<file path="src/rtl/dmem_rr_arbiter.sv">
// Round-robin arbiter that serialises the cores' data-memory accesses onto a
// single-port synchronous RAM. Each transaction takes an accept cycle, one
// RAM access cycle and one response cycle; the response cycle also arbitrates,
// so under continuous load a new transaction is accepted every second cycle.
module dmem_rr_arbiter #(
    parameter int N  = 8,
    parameter int DW = 32,
    parameter int AW = 7
) (
    input  logic                 clk,
    input  logic                 reset,
    input  logic [N-1:0]         req_valid,
    input  logic [N-1:0]         req_we,
    input  logic [N*32-1:0]      req_addr,
    input  logic [N*DW-1:0]      req_wdata,
    output logic [N-1:0]         req_ready,
    output logic [N-1:0]         rsp_valid,
    output logic [DW-1:0]        rsp_rdata,
    output logic                 mem_en,
    output logic                 mem_we,
    output logic [AW-1:0]        mem_addr,
    output logic [DW-1:0]        mem_wdata,
    input  logic [DW-1:0]        mem_rdata,
    output logic                 busy,
    output logic [$clog2(N)-1:0] grant_id
);

    localparam int IW = $clog2(N);
    // N widened by one bit so the wrap-around compare/subtract cannot overflow
    localparam logic [IW:0] NWIDE = (IW+1)'(N);

    typedef enum logic [1:0] {
        IDLE   = 2'd0,
        ACCESS = 2'd1,
        RESP   = 2'd2
    } stateT;

    stateT           state;
    stateT           stateNext;

    // Control: most recently served core, owner of the current transaction
    logic [IW-1:0]   lastIdx;
    logic [IW-1:0]   grantId;

    // Transaction latched at accept time
    logic            weReg;
    logic [AW-1:0]   addrReg;
    logic [DW-1:0]   wdataReg;

    // Arbitration network
    logic [IW-1:0]   pickLast;
    logic [IW:0]     rotBase;
    logic [N-1:0]    reqRot;
    logic [IW:0]     rotOffs;
    logic [IW:0]     winSum;
    logic            found;
    logic [IW-1:0]   winIdx;
    logic            arbOpen;
    logic            accept;

    // Request fields of the current winner
    logic            pickWe;
    logic [AW-1:0]   pickAddr;
    logic [DW-1:0]   pickWdata;

    // Byte-lane and high address bits are deliberately ignored
    logic            unusedAddrBits;
    assign unusedAddrBits = ^req_addr;

    // In the response cycle the just-served core must be treated as "last"
    // even though lastIdx only catches up at the end of that cycle.
    assign pickLast = (state == RESP) ? grantId : lastIdx;

    // Arbitration is only open outside ACCESS and never while reset is held.
    assign arbOpen  = (state != ACCESS) && !reset;
    assign accept   = arbOpen && found;

    // Rotate the request vector so the core after pickLast sits at bit 0,
    // take the first set bit, then map the offset back to a core index.
    always_comb begin
        rotBase = {1'b0, pickLast} + (IW+1)'(1);
        reqRot  = N'({req_valid, req_valid} >> rotBase);
        found   = 1'b0;
        rotOffs = '0;
        for (int j = N - 1; j >= 0; j--) begin
            if (reqRot[j]) begin
                found   = 1'b1;
                rotOffs = (IW+1)'(j);
            end
        end
        winSum = rotBase + rotOffs;
        if (winSum >= NWIDE) begin
            winSum = winSum - NWIDE;
        end
        winIdx = winSum[IW-1:0];
    end

    // Select the winning core's write flag, word address and write data.
    always_comb begin
        pickWe    = 1'b0;
        pickAddr  = '0;
        pickWdata = '0;
        for (int i = 0; i < N; i++) begin
            if (winIdx == IW'(i)) begin
                pickWe    = req_we[i];
                pickAddr  = req_addr[32*i+2 +: AW];
                pickWdata = req_wdata[DW*i +: DW];
            end
        end
    end

    // One-hot accept pulse to the winning core.
    always_comb begin
        req_ready = '0;
        if (accept) begin
            req_ready = N'(1) << winIdx;
        end
    end

    // FSM state register.
    always_ff @(posedge clk or posedge reset) begin
        if (reset) begin
            state <= IDLE;
        end else begin
            state <= stateNext;
        end
    end

    // FSM next state and the outputs decoded from registered state.
    always_comb begin
        stateNext = state;
        mem_en    = 1'b0;
        mem_we    = 1'b0;
        rsp_valid = '0;
        rsp_rdata = '0;
        busy      = 1'b1;
        unique case (state)
            IDLE: begin
                busy = 1'b0;
                if (accept) begin
                    stateNext = ACCESS;
                end
            end
            ACCESS: begin
                mem_en    = 1'b1;
                mem_we    = weReg;
                stateNext = RESP;
            end
            RESP: begin
                rsp_valid = N'(1) << grantId;
                rsp_rdata = weReg ? '0 : mem_rdata;
                stateNext = accept ? ACCESS : IDLE;
            end
            default: begin
                stateNext = IDLE;
            end
        endcase
    end

    // Round-robin pointer: updated when the served core gets its response.
    always_ff @(posedge clk or posedge reset) begin
        if (reset) begin
            lastIdx <= IW'(N - 1);
        end else if (state == RESP) begin
            lastIdx <= grantId;
        end
    end

    // Latch the winner's transaction on accept; write data only for stores.
    always_ff @(posedge clk or posedge reset) begin
        if (reset) begin
            grantId  <= '0;
            weReg    <= 1'b0;
            addrReg  <= '0;
            wdataReg <= '0;
        end else if (accept) begin
            grantId <= winIdx;
            weReg   <= pickWe;
            addrReg <= pickAddr;
            if (pickWe) begin
                wdataReg <= pickWdata;
            end
        end
    end

    assign mem_addr  = addrReg;
    assign mem_wdata = wdataReg;
    assign grant_id  = grantId;

endmodule

</file>
<file path="config.mk">
export PLATFORM = sky130hd
export DESIGN_NAME = dmem_rr_arbiter
export DESIGN_NICKNAME = d
export VERILOG_FILES = /design/src/rtl/dmem_rr_arbiter.sv
export SDC_FILE = /design/constraint.sdc
export NUM_CORES = 1
export LEC_CHECK = 0
export CAP_MARGIN = 0
export CORE_AREA = 2 2 256 258
export DETAILED_ROUTE_END_ITERATION = 8
export DIE_AREA = 0 0 258 260
export GPL_TIMING_DRIVEN = 0
export HOLD_SLACK_MARGIN = 0.06
export SETUP_SLACK_MARGIN = 0.1
export SKIP_LAST_GASP = 1
export SLEW_MARGIN = 20
export SYNTH_ARGS = -nofsm -noshare
export SYNTH_HDL_FRONTEND = slang
export SYNTH_SLANG_ARGS = --single-unit
export TNS_END_PERCENT = 50
</file>
<file path="constraint.sdc">
create_clock -name clk -period 9.6 [get_ports clk]
set_input_delay 0.96 -clock clk [delete_from_list [all_inputs] [get_ports clk]]
set_output_delay 0.96 -clock clk [all_outputs]
set_load 0.005 [all_outputs]
</file>
; ---- Yosys cells after proc, flatten, opt, wreduce, memory -nomap -nowiden
; Cells that the tools add are included.
[classes]
n_addsub = 3
n_lt_le_gt_ge = 1
eq_ne = 11
n_shift = 3
mux = 52
reduce_logical = 6
[op_table]
columns = cell, count
row1 = $mux 32, 10
row2 = $mux 7, 8
row3 = $mux 4, 7
row4 = $mux 1, 20
row5 = $mux 8, 2
row6 = $shl 1x3->8 const A, 2
row7 = $shr 16x4->8, 1
row8 = $eq 3x3->1 const B, 4
row9 = $mux 3, 3
row10 = $eq 3x2->1 const B, 2
row11 = $pmux 2 s3, 1
row12 = $add 3x1->4 const B, 1
row13 = $add 4x4->4, 1
row14 = $ge 4x4->1 const B, 1
row15 = $eq 3x1->1 const B, 1
row16 = $logic_not 3->1, 1
row17 = $sub 3x1->3 const B, 1
row18 = $eq 2x1->1 const B, 1
row19 = $eq 2x2->1 const B, 1
row20 = $logic_and 1x1->1, 2
row21 = $logic_not 2->1, 1
row22 = $mux 2, 1
row23 = $ne 2x1->1 const B, 1
row24 = $ne 2x2->1 const B, 1
row25 = other kinds (2), 2
[totals]
ff_bits = 48
output_inout_bits = 93
wordCells = 82

; ---- Logic depth before layout (Yosys ltp)
; Gate-level depths: netlist of run 1.
[depth]
ltp_word = 25
depth_mapped = 21
mapped_depth_nobuf = 17

; ---- Worst setup path before layout of run 1
; Ideal clock, no wire load.
[synth_timing]
path_type = input -> output
startpoint = input port req_valid[2]
endpoint = output port req_ready[0]
arrival_ns = 4.258
required_time_ns = 8.640
path_slack_ns = 4.382
stages = 16
path_cell_list = inv_1 > a211oi_1 > a2111oi_0 > nor4_1 > a21oi_1 > nor2_1 > nor2_1 > nor2_1 > o21ai_0 > ha_1 > fa_1 > clkbuf_1 > clkbuf_1 > clkbuf_1 > nand2_1 > nor2_1
[synth_between]
elab_chain_len = 14
[synth_lines]
columns = element, line
row1 = "start, declared", 12  ; input logic [N-1:0] req_valid,
row2 = $shr 16x4->8 (*), 82  ; reqRot = N'({req_valid, req_valid} >> rotBase);
row3 = $mux 3, 86  ; if (reqRot[j]) begin
row4 = $mux 4 (7 in a row), 86
row5 = $add 4x4->4, 91  ; winSum = rotBase + rotOffs;
row6 = $ge 4x4->1 or $sub 3x1->3 (tied branches), "92, 93"
row7 = $mux 3, 92  ; if (winSum >= NWIDE) begin
row8 = $shl 1x3->8, 116  ; req_ready = N'(1) << winIdx;
row9 = $mux 8 (*), 115  ; if (accept) begin
row10 = "end, declared", 16  ; output logic [N-1:0] req_ready,
; Every way passes the cells marked *; elsewhere a longest branch is shown, timed or not.

; ---- Final worst setup path of run 1
[layout_timing]
startpoint = input port req_valid[2]
endpoint = output port req_ready[4]
; The elaborated chain is that of the path after synthesis.

==> out/metrics.csv, run 1 <==
metric;value;unit
worst vdd ir;0.545;mV
H-tree levels;2;
pre-CTS setup slack;1.09;ns
Row Count;93;
commonest non-fill, non-tap cells in the layout;clkdlybuf4s50_1 (454), mux4_2 (76), dfrtp_1 (45);
Reg-to-Reg Start;state[0];
Hold Startpoint;mem_wdata[1];
sequential element share of the synthesized area;21.9;%
fraction of the mapped netlist area in compound gates;12.8;%
Routed WL;44200;um
Total GRT Usage;12.8;%
post-DP HPWL;39900;um
Levels on crit path;18;
Net Sw Power;0.00269;W
CTS tree;done;
CTS Buf Count;5;
fin area;11400;um^2
period utilization;88.1;%
worst-path fanout max;11;
Placed Area;11200;um^2
XOR/XNOR share of the synthesized area;0.318;%
io pins;655;
Setup CP Type;input pin to primary output;
MaxCap Viol Count;0;
clock-pin slew on the worst setup and hold paths;0.07;ns
Final TNS setup;0;ns
vias in the first global route;6597;
skew final;0.0127;ns
cell repeated most along the worst path;nor2_1;
postcts setup bufs;0;
Mapped Nets;1011;
CP delay by family, top;buffers and inverters;
Period minus WS final;8.46;ns
first-pass GRT wire length;57000;um
LEAKAGE;3.87;nW
clock buffer depth;2;
crit path to;req_ready[4];
DRC;0;
area occupied by multi-input gates;3980;um^2
vias per inst;3.59;
relative slew slack;31.8;%
fin cells;1779;
die area;67100;um^2
starting density of the core;8.60;%
Critical Path End Type;primary output;
worst path bufs/invs;6;
hold crit path type;flop to flop;
setup ws final;1.14;ns
RSZ-0062 raised after global routing;false;
root buffer cell;clkbuf_16;
Final ANT Viol Nets;0;
largest net degree at the start of global routing;44;
ys async rst share;100;%
Synth Instances;447;
synth unique cells;53;
Adder-Cell Fraction of Synth Area;0.590;%
Switching Share;45.6;%
Clock power frac;3.5;%
grt ovf;0;
hold bufs inserted after CTS;0;
via count;6383;
1st-pass router iterations;5;
CP startpoint;req_valid[2];
# port buffers;454;
crit start category;input pin;
Int Pwr;0.00321;W
PostCTS Resize Cnt;0;
antenna violations before repair;51;
commonest non-fill, non-tap cell in the layout;clkdlybuf4s50_1;
number of synthesized register bits;48;
Synth Warn #;0;
worst flop-to-flop path endpoint;mem_addr[2];
Core ar.;64100;um^2
status;finished clean;
area grow syn2layout;106;%
critical-path cell list;clkdlybuf4s50_1 -> inv_1 -> a211oi_1 -> a2111oi_0 -> nor4_1 -> a21oi_1 -> nor2_1 -> nor2_1 -> nor2_1 -> o21ai_0 -> ha_1 -> fa_1 -> clkbuf_1 -> clkbuf_1 -> clkbuf_1 -> nand2_1 -> nor2_1 -> clkdlybuf4s50_1;
Mapped Avg Cell Area;12.3;um^2
fillcell total;7030;
combinational power share;89.5;%
Die X;258;um
layout cells sized above 1;20.7;%
number of flops mapped to enable cells by yosys;0;
Seq pwr share;7.0;%
nets;1473;
FF-to-FF setup slack;2.72;ns
final setup vio count;0;
Avg WL per Cell;24.9;um
TritonCTS Sinks;48;
CP max-delay cell;nor4_1;
Skew-Pair Late Insertion Delay;0.33;ns
largest stage delay on the critical path;0.78;ns
Fin. Hold Viols;0;
Die H;260;um
mux share of post-synthesis cell area;47.0;%
Critical Path RT;8.64;ns
largest family of logic cells by synthesized area;multiplexers;
Max Transition Viols Final;0;
Synth Area in Simple Gates;11.4;%
Peak Freq;118;MHz
Seq. cell area;1200;um^2
Initial DRC Count;304;
Syn Std Cell Area;5510;um^2
Worst Max-Slew Pin Slew;1.02;ns
worst-case reg-to-reg path depth;19;
GP Congestion;0.813;
top_reg_cell synth;dfrtp_1;
placed cells;1757;
Data arrival, critical path;7.50;ns
pwr dens;519;nW/um^2
cell families after synthesis:
logic type,count (synthesis)
XOR/XNOR,2
multiplexers,141
flip-flops,48
adder cells (fa/ha/maj),2
buffers and inverters,58
AND/OR/NAND/NOR,113
AO/OA/AOI/OAI,83
how the worst min path moves through the flow:
stage	slack, ns	cells after the start	endpoint
6_report	0.52	1	mem_wdata[1]
5_1_grt	0.54	1	mem_wdata[12]
4_1_cts	0.52	1	mem_wdata[1]
3_5_place_dp	0.49	1	mem_wdata[18]
3_3_place_gp	0.50	1	mem_wdata[9]
2_1_floorplan	0.46	1	state[0]
power groups by stage:
stage	registers [W]	logic [W]	clock network (W)
2_1_floorplan	0.000392	0.00370	0
3_3_place_gp	0.000412	0.00536	0
3_5_place_dp	0.000415	0.00539	0
4_1_cts	0.000414	0.00541	0.000223
5_1_grt	0.000425	0.00568	0.000228
6_report	0.000410	0.00528	0.000207
flip-flops by register name (all words and copies together), names as in the netlist:
| signal | count |
|---|---|
| state | 2 |
| mem_wdata | 32 |
| lastIdx | 3 |
| grant_id | 3 |
| weReg | 1 |
| mem_addr | 7 |
through the flow:
step | util, % | hold WS, ns | total power (W)
2_1_floorplan | - | 0.457 | 0.00409
3_3_place_gp | 17.4 | 0.498 | 0.00577
3_5_place_dp | 17.4 | 0.494 | 0.00580
4_1_cts | 17.7 | 0.525 | 0.00605
5_1_grt | 17.7 | 0.541 | 0.00633
6_report | 17.7 | 0.516 | 0.00589
cell usage after synthesis, types with 3 or more instances:
| cell | n | area, um^2 |
|---|---|---|
| a2111oi_0 | 26 | 228 |
| a211o_1 | 3 | 26.3 |
| a211oi_1 | 13 | 97.6 |
| a21boi_0 | 4 | 30.0 |
| a21oi_1 | 6 | 30.0 |
| a31oi_1 | 5 | 31.3 |
| and2_1 | 35 | 219 |
| buf_12 | 3 | 60.1 |
| buf_2 | 7 | 35.0 |
| buf_6 | 8 | 90.1 |
| clkbuf_1 | 25 | 93.8 |
| dfrtp_1 | 45 | 1130 |
| dfstp_2 | 3 | 78.8 |
| inv_1 | 12 | 45.0 |
| mux2_1 | 4 | 45.0 |
| mux2_2 | 21 | 236 |
| mux2_4 | 40 | 601 |
| mux4_2 | 76 | 1710 |
| nand2_1 | 19 | 71.3 |
| nand2b_1 | 5 | 31.3 |
| nor2_1 | 23 | 86.3 |
| nor3_1 | 5 | 25.0 |
| nor4_1 | 8 | 50.1 |
| o21ai_0 | 3 | 15.0 |
| o31ai_1 | 6 | 45.0 |
| or2_2 | 5 | 31.3 |
area by class of cell:
class / count / share of cell area (%)
buffer: 44 / 2.50
tap: 855 / 9.42
multi-input combinational: 341 / 35.1
timing repair buffer: 455 / 40.3
clock inverter: 2 / 0.132
sequential: 48 / 10.6
antenna: 14 / 0.309
clock buffer: 6 / 1.22
inverter: 14 / 0.485
layer usage:
metal	wire (um)	up-vias	track usage (%)
li1	-	2756	-
met4	794	34	3.18
met2	20400	483	21.0
met1	16000	3045	13.7
met5	214	-	0
met3	6830	65	7.92
worst register-to-register path, stage by stage, from the launching register on:
cell	delay, ns
dfrtp_1	0.47
nand2b_1	0.20
buf_6	0.15
buf_2	0.20
a211oi_1	0.53
a2111oi_0	0.12
nor4_1	0.77
a21oi_1	0.08
nor2_1	0.14
nor2_1	0.05
nor2_1	0.12
o21ai_0	0.09
ha_1	0.24
fa_1	0.61
clkbuf_1	0.76
clkbuf_1	0.66
clkbuf_1	0.62
nand2_1	0.40
a211oi_1	0.45
o31ai_1	0.12
Power figures use the tool's default switching activity.
==> run 2: changes to the inputs <==
--- a/config.mk
+++ b/config.mk
@@ -6,9 +6,10 @@
 export NUM_CORES = 1
 export LEC_CHECK = 0
 export CAP_MARGIN = 0
-export CORE_AREA = 2 2 256 258
+export CORE_AREA = 2 2 257 259
+export CTS_BUF_LIST = sky130_fd_sc_hd__clkbuf_8
 export DETAILED_ROUTE_END_ITERATION = 8
-export DIE_AREA = 0 0 258 260
+export DIE_AREA = 0 0 259 261
 export GPL_TIMING_DRIVEN = 0
 export HOLD_SLACK_MARGIN = 0.06
 export SETUP_SLACK_MARGIN = 0.1
@@ -17,4 +18,3 @@
 export SYNTH_ARGS = -nofsm -noshare
 export SYNTH_HDL_FRONTEND = slang
 export SYNTH_SLANG_ARGS = --single-unit
-export TNS_END_PERCENT = 50
==> constraint.sdc (replaced) <==
create_clock -name clk -period 8.81 [get_ports clk]
set_input_delay 0.881 -clock clk [delete_from_list [all_inputs] [get_ports clk]]
set_output_delay 0.881 -clock clk [all_outputs]
set_load 0.005 [all_outputs]
==> out/metrics.csv, run 2 (same netlist as run 1, synthesis figures left out) <==
metric;value;unit;change
status;finished clean;;unchanged
placed cells;1767;;was 1757
CTS Buf Count;5;;unchanged
starting density of the core;8.48;%;was 8.60%
Levels on crit path;18;;unchanged
Final ANT Viol Nets;0;;unchanged
die area;67600;um^2;was 67100 um^2
WHS Path Cells;1;;unchanged
Peak Freq;124;MHz;
vias per inst;3.64;;was 3.59
TritonCTS Sinks;48;;unchanged
fin cells;1787;;was 1779
via count;6502;;was 6383
relative slew slack;29.1;%;was 31.8%
root buffer cell;clkbuf_8;;was clkbuf_16
skew final;0.0376;ns;was 0.0127 ns
Total Power;0.00650;W;was 0.00589 W
pwr dens;574;nW/um^2;was 519 nW/um^2
MaxCap Viol Count;0;;unchanged
critical-path cell list;clkdlybuf4s50_1 -> inv_1 -> a211oi_1 -> a2111oi_0 -> nor4_1 -> a21oi_1 -> nor2_1 -> nor2_1 -> nor2_1 -> o21ai_0 -> ha_1 -> fa_1 -> clkbuf_2 -> clkbuf_1 -> clkbuf_1 -> nand2_1 -> nor2_1 -> clkdlybuf4s50_1;;was clkdlybuf4s50_1 -> inv_1 -> a211oi_1 -> a2111oi_0 -> nor4_1 -> a21oi_1 -> nor2_1 -> nor2_1 -> nor2_1 -> o21ai_0 -> ha_1 -> fa_1 -> clkbuf_1 -> clkbuf_1 -> clkbuf_1 -> nand2_1 -> nor2_1 -> clkdlybuf4s50_1
Row Count;94;;was 93
Routed WL;41700;um;was 44200 um
grt ovf;0;;unchanged
setup ws final;0.750;ns;was 1.14 ns
RSZ-0062 raised after global routing;false;;unchanged
Period minus WS final;8.06;ns;
crit start category;input pin;;unchanged
CTS tree;done;;unchanged
final setup vio count;0;;unchanged
first-pass GRT wire length;53400;um;was 57000 um
Final TNS setup;0;ns;unchanged
largest net degree at the start of global routing;38;;was 44
CP max-delay cell;nor4_1;;unchanged
pre-CTS setup slack;0.532;ns;was 1.09 ns
vias in the first global route;6687;;was 6597
post-DP HPWL;36700;um;was 39900 um
Skew-Pair Late Insertion Delay;0.39;ns;was 0.33 ns
fin area;11300;um^2;was 11400 um^2
H-tree levels;2;;unchanged
# port buffers;454;;unchanged
Critical Path RT;7.93;ns;was 8.64 ns
Max Transition Viols Final;0;;unchanged
period utilization;91.5;%;
Placed Area;11200;um^2;about the same
Fin. Hold Viols;0;;unchanged
Total GRT Usage;11.8;%;was 12.8%
CP delay by family, top;buffers and inverters;;unchanged
Setup CP Type;input pin to primary output;;unchanged
Worst Max-Slew Pin Slew;1.06;ns;was 1.02 ns
Core ar.;65000;um^2;was 64100 um^2
fillcell total;7165;;was 7030
worst vdd ir;0.599;mV;was 0.545 mV
io pins;655;;unchanged
DRC;0;;unchanged
Initial DRC Count;526;;was 304
area grow syn2layout;106;%;about the same
LEAKAGE;3.87;nW;about the same
cell repeated most along the worst path;nor2_1;;unchanged
Data arrival, critical path;7.18;ns;was 7.50 ns
largest stage delay on the critical path;0.82;ns;was 0.78 ns
Avg WL per Cell;23.3;um;was 24.9 um
worst path bufs/invs;6;;unchanged
layout cells sized above 1;20.9;%;was 20.7%
Die H;261;um;was 260 um
commonest non-fill, non-tap cell in the layout;clkdlybuf4s50_1;;unchanged
GP Congestion;0.910;;was 0.813
Critical Path End Type;primary output;;unchanged
hold crit path type;flop to flop;;unchanged
clock-pin slew on the worst setup and hold paths;0.11;ns;was 0.07 ns
1st-pass router iterations;5;;unchanged
Die X;259;um;was 258 um
worst-case reg-to-reg path depth;19;;unchanged
antenna violations before repair;45;;was 51
clock buffer depth;2;;unchanged
number of flip-flops under the largest register name;32;;unchanged
worst-path fanout max;11;;unchanged
nets;1474;;was 1473
commonest non-fill, non-tap cells in the layout;clkdlybuf4s50_1 (454), mux4_2 (76), dfrtp_1 (45);;unchanged
[run 2: changes by cell type in the layout (fill, tap and decap cells not counted)]
cell        before  now
clkbuf_1        24   23
clkinv_4         0    1
buf_4            0    1
clkbuf_16        5    0
clkinvlp_4       2    0
bufinv_16        0    1
diode_2         14   12
clkbuf_8         1    6
clkbuf_2         1    2
[run 2: area by class of cell]
type,count,area (um^2),area share (%)
Tap cell,864,1080,9.54
Timing Repair Buffer,456,4580,40.4
Antenna cell,12,30.0,0.265
Sequential cell,48,1200,10.6
Buffer,44,285,2.52
Clock inverter,2,38.8,0.342
Clock buffer,6,82.6,0.728
Inverter,14,55.1,0.486
Multi-Input combinational cell,341,3980,35.1
[run 2: layer usage]
metal | share of wire [%] | vias to the layer above | wire (um) | global-route usage [%]
met4 | 3.0 | 24 | 1240 | 4.05
li1 | - | 2760 | - | -
met3 | 13 | 105 | 5480 | 6.33
met1 | 37 | 3075 | 15600 | 12.9
met2 | 46 | 538 | 19200 | 19.3
met5 | 0.35 | - | 146 | 0
[run 2: timing repair]
action                                  CTS  global route
endpoints found under the setup margin    0             1
buffers inserted                          0             0
hold buffers                              0             0
hold endpoints to repair                  0             0
gates resized for setup                   0             3
[run 2: worst register-to-register path, cell delays in order (launching register included)]
cell       delay [ns]
dfrtp_1          0.48
nand2b_1         0.19
buf_6            0.15
buf_2            0.21
a211oi_1         0.51
a2111oi_0        0.18
nor4_1           0.82
a21oi_1          0.08
nor2_1           0.14
nor2_1           0.05
nor2_1           0.10
o21ai_0          0.08
ha_1             0.25
fa_1             0.65
clkbuf_2         0.45
clkbuf_1         0.62
clkbuf_1         0.60
nand2_1          0.40
a211oi_1         0.32
o31ai_1          0.12
[run 2: final timing paths]
check	from	to	slack, ns
setup reg to reg	state[0]	mem_addr[1]	2.30
min in group asynchronous	reset	mem_wdata[25]	0.92
max in group asynchronous	reset	mem_wdata[12]	7.34
setup / recovery	req_valid[6]	req_ready[0]	0.75
hold / removal	mem_wdata[30]	mem_wdata[30]	0.53
hold reg to reg	mem_wdata[30]	mem_wdata[30]	0.53
[run 2: report_power, final]
group,total [W],internal (W),switching [W]
logic,0.00584,0.00303,0.00281
clock network,0.000209,0.0000934,0.000116
registers,0.000453,0.000355,0.0000978
total,0.00650,0.00348,0.00303
[run 2: metrics by stage]
stage	hold slack [ns]	util [%]
floorplan	0.457	-
finish	0.529	17.4
global route	0.548	17.4
CTS	0.530	17.4
detailed placement	0.497	17.2
global placement	0.493	17.1
